**src/rtl/draw_scheduler.sv**
```systemverilog
// Per-frame draw sequencer: grants the VGA pixel port to enabled clients in index order
// and registers the granted client's pixel. Optional watchdog under DRAW_WATCHDOG_EN.
module draw_scheduler #(
  parameter int unsigned NCLI    = 4,
  parameter int unsigned XW      = 8,
  parameter int unsigned YW      = 7,
  parameter int unsigned CW      = 3,
  parameter logic [15:0] TIMEOUT = 16'd20000
) (
  input  logic               clk,
  input  logic               resetn,
  input  logic               frame_tick,
  input  logic [NCLI-1:0]    client_mask,
  input  logic [NCLI-1:0]    cli_done,
  input  logic [NCLI*XW-1:0] cli_x,
  input  logic [NCLI*YW-1:0] cli_y,
  input  logic [NCLI*CW-1:0] cli_colour,
  output logic [NCLI-1:0]    cli_en,
  output logic [XW-1:0]      vga_x,
  output logic [YW-1:0]      vga_y,
  output logic [CW-1:0]      vga_colour,
  output logic               vga_plot,
  output logic               busy,
  output logic               frame_done,
  output logic               overrun,
  output logic               timeout_err
);

  typedef enum logic [1:0] {IDLE, GRANT, GAP, DONE} state_t;

  state_t          state, state_n;
  logic [2:0]      idx, idx_n;
  logic [NCLI-1:0] mask_q, mask_n;
  logic            done_sel;
  logic            wd_fire;
  logic [XW-1:0]   x_sel;
  logic [YW-1:0]   y_sel;
  logic [CW-1:0]   c_sel;

  function automatic logic [2:0] lowest(input logic [NCLI-1:0] m);
    logic [2:0] r;
    logic       found;
    r     = '0;
    found = 1'b0;
    for (int unsigned i = 0; i < NCLI; i++) begin
      if (m[i] && !found) begin
        r     = 3'(i);
        found = 1'b1;
      end
    end
    return r;
  endfunction

  // Grant decode and pixel mux both key off the registered idx only.
  always_comb begin
    cli_en = '0;
    x_sel  = '0;
    y_sel  = '0;
    c_sel  = '0;
    for (int unsigned i = 0; i < NCLI; i++) begin
      if (idx == 3'(i)) begin
        x_sel     = cli_x[i*XW +: XW];
        y_sel     = cli_y[i*YW +: YW];
        c_sel     = cli_colour[i*CW +: CW];
        cli_en[i] = (state == GRANT);
      end
    end
  end

  assign done_sel   = |(cli_done & cli_en);
  assign busy       = (state != IDLE);
  assign frame_done = (state == DONE);

`ifdef DRAW_WATCHDOG_EN
  logic [15:0] wd_cnt;
  assign wd_fire = (state == GRANT) && !done_sel && (wd_cnt == TIMEOUT - 16'd1);
`else
  logic unused_timeout;
  assign wd_fire        = 1'b0;
  assign unused_timeout = ^TIMEOUT;
`endif

  always_comb begin
    state_n = state;
    idx_n   = idx;
    mask_n  = mask_q;
    case (state)
      IDLE: begin
        if (frame_tick) begin
          mask_n = client_mask;
          if (client_mask == '0) begin
            state_n = DONE;
          end else begin
            idx_n   = lowest(client_mask);
            state_n = GRANT;
          end
        end
      end
      GRANT: begin
        if (done_sel || wd_fire) begin
          mask_n  = mask_q & ~cli_en;
          state_n = GAP;
        end
      end
      GAP: begin
        if (mask_q != '0) begin
          idx_n   = lowest(mask_q);
          state_n = GRANT;
        end else begin
          state_n = DONE;
        end
      end
      DONE:    state_n = IDLE;
      default: state_n = IDLE;
    endcase
  end

  always_ff @(posedge clk) begin
    if (!resetn) begin
      state      <= IDLE;
      idx        <= '0;
      mask_q     <= '0;
      vga_plot   <= 1'b0;
      vga_x      <= '0;
      vga_y      <= '0;
      vga_colour <= '0;
      overrun    <= 1'b0;
    end else begin
      state      <= state_n;
      idx        <= idx_n;
      mask_q     <= mask_n;
      vga_plot   <= (state == GRANT);
      vga_x      <= x_sel;
      vga_y      <= y_sel;
      vga_colour <= c_sel;
      if (frame_tick && state != IDLE) overrun <= 1'b1;
    end
  end

`ifdef DRAW_WATCHDOG_EN
  // Counter sits at zero outside GRANT, so every grant starts counting from zero.
  always_ff @(posedge clk) begin
    if (!resetn) begin
      wd_cnt      <= '0;
      timeout_err <= 1'b0;
    end else begin
      wd_cnt <= (state == GRANT) ? wd_cnt + 16'd1 : '0;
      if (wd_fire) timeout_err <= 1'b1;
    end
  end
`else
  assign timeout_err = 1'b0;
`endif

endmodule

```
**config.mk**
```make
export PLATFORM = sky130hd
export DESIGN_NAME = draw_scheduler
export DESIGN_NICKNAME = d
export VERILOG_FILES = /design/src/rtl/draw_scheduler.sv
export SDC_FILE = /design/constraint.sdc
export NUM_CORES = 1
export LEC_CHECK = 0
export CAP_MARGIN = 40
export CORE_MARGIN = 1
export CORE_UTILIZATION = 34
export DETAILED_ROUTE_END_ITERATION = 12
export GPL_ROUTABILITY_DRIVEN = 0
export PLACE_DENSITY = 0.91
export SYNTH_ARGS = -nofsm -noshare
export SYNTH_HDL_FRONTEND = slang
export SYNTH_SLANG_ARGS = --single-unit
```
**constraint.sdc**
```tcl
create_clock -name clk -period 2 [get_ports clk]
set_clock_uncertainty 0.1 [all_clocks]
set_input_delay 0.2 -clock clk [delete_from_list [all_inputs] [get_ports clk]]
set_output_delay 0.2 -clock clk [all_outputs]
set_load 0.05 [all_outputs]
```
======== After elaboration in Yosys (flattened, before gate mapping) ========
Cells that the tools add are included.
operators by class
  eq/ne operators ......................... 10
  bitwise logic cells ..................... 3
  muxes and demuxes ....................... 55
  reductions and logical operators ........ 24
operators with widths
  operator                                       number
  2-to-1 mux 3 bit                               11
  2-to-1 mux 8 bit                               4
  2-to-1 mux 7 bit                               4
  2-to-1 mux 1 bit                               27
  bitwise AND 4 bit                              2
  2-to-1 mux 2 bit                               4
  2-to-1 mux 4 bit                               2
  inequality test 2 bit, second input constant   4
  one-hot mux 2 bit (4 select lines)             1
  one-hot mux 4 bit (2 select lines)             1
  logical AND 1 bit                              7
  == test 3 x 2 -> 1 bit, second input constant  2
  zero test 1 bit                                6
  one-hot mux 3 bit (2 select lines)             1
  nonzero test 2 bit                             3
  == test 2 bit, second input constant           2
  zero test 4 bit                                1
  NOT 4 bit                                      1
  AND reduction 4 bit                            1
  nonzero test 4 bit                             1
  OR reduction 4 bit                             1
  == test 3 x 1 -> 1 bit, second input constant  1
  zero test 3 bit                                1
  AND reduction 3 bit                            1
  other kinds (3)                                3
word-level totals
  input port bits ......................... 83
  word-level logic and storage cells ...... 100
  flip-flop bits (word level) ............. 29
  output and inout bits ................... 27

======== Logic depth before layout (Yosys ltp) ========
  depth in word-level cells ............... 22
  depth in mapped cells ................... 5
  mapped depth without buffers ............ 4

======== Worst setup path after synthesis ========
Ideal clock, no wire load.
  kind .................................... register to output
  start ................................... reg state[1]
  end ..................................... out cli_en[0]
  cell stages (with the launch flop) ...... 4
  path slack .............................. 0.244 ns
  data required time ...................... 1.700 ns
  path buffers ............................ 1
  arrival time ............................ 1.456 ns
  path through ............................ dfxtp_1 > clkbuf_1 > nor3b_1 > nor2b_1
on the way
  cells in the longest elaborated chain, start to end .. 2
ends and longest elaborated chain
  item                    RTL line  source
  start, declared         31        state_t state, state_n;
  start signal, assigned  129       state <= state_n;
  == test 2 x 1 -> 1 bit  65        cli_en[i] = (state == GRANT);
  2-to-1 mux 1 bit        61        if (idx == 3'(i)) begin
  end, declared           18        output logic [NCLI-1:0] cli_en,
No other way between the ends.

======== Final worst setup path ========
  start ................................... reg state[0]
  end ..................................... out cli_en[2]
Same word-level chain as after synthesis.

==> summary.json <==
{
  "finish": {
    "drive_above_1_share_pct": 17.3,
    "layout_common_cells": "102 x sky130_fd_sc_hd__clkdlybuf4s50_1, 28 x sky130_fd_sc_hd__dfxtp_1, 22 x sky130_fd_sc_hd__and2_1",
    "layoutNonFillerInstCount": 293,
    "final_nets": 327,
    "finalCoreUtilization_pct": 66.9,
    "antenna_cells": 0,
    "mostFrequentLayoutCell": "sky130_fd_sc_hd__clkdlybuf4s50_1",
    "area_delta_synth_final_pct": 82.2
  },
  "sta": {
    "fin_hold_ws_ns": 0.398,
    "setup_tns_ns": 0,
    "report.final.setup_viol": 0,
    "tightest_slew_ns": 0.528,
    "finalHoldViolCount": 0,
    "drv_slew": 0,
    "grt_setup_unrepaired": "no",
    "layout_min_cycle_time_ns": 1.80,
    "timing.slew.headroom_pct": 64.7,
    "achievable_frequency_ghz": 0.555,
    "finalCritPeriodShare_pct": 90.0
  },
  "global_route": {
    "grt_start_max_net_pins": 19,
    "grt_overflow": 0,
    "grt_antenna_before_repair": 0,
    "number_of_global_route_vias_before_repair": 1470,
    "grt_first_pass_wirelength_um": 7150,
    "grt_usage_pct": 20.7
  },
  "clock_tree": {
    "clkSlewWorstSetupHoldPaths_ns": 0.09,
    "cts_inserted_buffers": 3,
    "clk_latency_ns": 0.27,
    "cts.sinks": 28,
    "cts_tree": "built",
    "cts_htree_levels": 1,
    "cts_setup_buffers": 0,
    "max-clock-path-buffers": 2,
    "cts_root_buffer": "sky130_fd_sc_hd__clkbuf_8"
  },
  "drt": {
    "dr_total_vias": 1501,
    "drc": 0,
    "post_drt_via_cell_ratio": 5.12,
    "drt_wl_total_um": 5140,
    "ant_nets": 0,
    "top_signal_layer_used": "met4",
    "detail_route.iter0.violations": 69,
    "wl_met3_um": 528,
    "wirelength_met1_um": 1900,
    "wl_per_cell_um": 17.5,
    "drtPass1Iterations": 4,
    "detail_route_met2_wl_um": 2610
  },
  "die": {
    "die_area_mm2": 0.00475,
    "initial_utilization_pct": 36.7,
    "fp.coreArea_mm2": 0.00414,
    "chipHeight_um": 68.9,
    "ios": 110,
    "rows": 23,
    "chipWidth_um": 68.9
  },
  "critical_path": {
    "critical_path.slowest_cell": "sky130_fd_sc_hd__dfxtp_1",
    "timing.reg2reg.worst_path_depth": 4,
    "crit_path_cell_trace": "and3b_1 -> nor2b_1 -> buf_12",
    "critical_path_required_ns": 1.70,
    "cp.buffers_inverters": 1,
    "cp_num_cells": 3,
    "cp_slowest_stage_delay_ns": 0.55,
    "crit_arrival_ns": 1.50,
    "worst_path_dominant_cell_family": "flip-flops",
    "end_kind": "output port",
    "worstSetupPathType": "flop to output port",
    "critical_path.startpoint_type": "flop",
    "critical_path.max_fanout": 14
  },
  "place": {
    "place_hpwl_um": 4070,
    "place.port_buffers": 108,
    "numPlacedInstances": 289
  },
  "yosys": {
    "ys.flop_type": "sky130_fd_sc_hd__dfxtp_1",
    "ys.warnings.count": 0,
    "yosysUniqueCellTypes": 29,
    "average_size_of_a_mapped_cell_um2": 11.3,
    "seq_area_frac_synth_pct": 36.8,
    "synth_top_cell_by_area": "sky130_fd_sc_hd__dfxtp_1",
    "synthesis.instances": 135,
    "count_of_state_elements_after_synthesis": 28,
    "synth_enable_flop_cells": 0,
    "synth_top_area_cells": "sky130_fd_sc_hd__dfxtp_1 37%, sky130_fd_sc_hd__mux4_2 27%, sky130_fd_sc_hd__and2_1 9.0%, sky130_fd_sc_hd__a21boi_0 3.5%, sky130_fd_sc_hd__nor2b_1 2.5%",
    "syn_nets": 218,
    "mappedNetlistArea_mm2": 0.00152,
    "synth_async_sr_flop_share_pct": 0,
    "yosys.area.top_type_share_pct": 36.8
  },
  "power_and_ir_drop": {
    "vdd.ir_drop.worst_uv": 328,
    "p_leak_nw": 1.04,
    "power.density_mw_per_mm2": 694,
    "report.power.total_mw": 1.92
  },
  "run": {
    "max_cap_viols": 0
  },
  "status": {
    "status": "complete, no violations"
  },
  "min_path": {
    "min_delay_path_class": "flop to flop",
    "whs_path_depth": 2
  }
}
-- cell usage after synthesis (all sizes together), types with 3 or more instances --
master	instances
buf	5
a21boi	7
nor2b	6
inv	3
nand2	5
a21oi	3
mux4	18
clkbuf	6
dfxtp	28
and2	22
or4	3
nor2	4
o21ai	6
-- report_power, final --
group	switching, mW	leakage, nW	internal (mW)	total [mW]
sequential	0.0385	0.232	0.621	0.659
clock	0.178	0.0357	0.268	0.446
combinational	0.394	0.775	0.424	0.818
-- what timing repair did --
| item | 4_1_cts | 5_1_grt |
|---|---|---|
| hold buffers | 0 | 0 |
| hold endpoints to repair | 0 | 0 |
| gates resized for setup | 0 | 2 |
| endpoints found under the setup margin | 0 | 1 |
-- layer usage --
metal  track usage (%)  up-vias
met1              22.9      702
met2              36.0       75
li1                  -      712
met5                 0        -
met4              10.2        0
met3              5.92       12
-- layout make-up --
| class | instances | area, µm² |
|---|---|---|
| fillers | 323 | 1370 |
| repair buffers | 115 | 1160 |
| multi-input cells | 93 | 910 |
| flip-flops and latches | 28 | 561 |
| well taps | 50 | 62.6 |
| clock buffers | 3 | 41.3 |
| clock inverters | 1 | 30.0 |
| inverters | 3 | 11.3 |
-- cell families (layout without fill, tap and decap cells) --
family	count (synthesis)	count (layout)	synth area share (%)
flip-flops	28	28	36.8
AO/OA/AOI/OAI	26	26	12.3
AND/OR/NAND/NOR	46	46	18.4
other	1	1	0.246
multiplexers	20	20	28.1
buffers and inverters	14	122	4.11
-- worst paths after layout --
kind	slack [ns]	endpoint	from
hold / removal	0.40	overrun	overrun
hold reg to reg	0.40	overrun	overrun
setup / recovery	0.20	cli_en[2]	state[0]
setup reg to reg	0.22	mask_q[0]	idx[0]
-- tightest hold or removal path, delay by kind of cell (launching register included) --
kind,cells,cell delay [ns]
AO/OA/AOI/OAI,1,0.04
flip-flops,1,0.33
AND/OR/NAND/NOR,1,0.09
-- metrics by stage --
stage | setup WS [ns] | instance area (µm²)
4_1_cts | 0.127 | 2760
3_3_place_gp | 0.101 | 2690
5_1_grt | 0.0834 | 2770
2_1_floorplan | 0.244 | 1520
3_5_place_dp | 0.0262 | 2690
6_report | 0.199 | 2770
-- sequential cells by signal, summed over array words and instances, names as in the netlist --
register,flops
vga_y,7
idx,2
vga_x,8
vga_colour,3
overrun,1
mask_q,4
state,2
vga_plot,1
(Power assumes the default switching activity.)
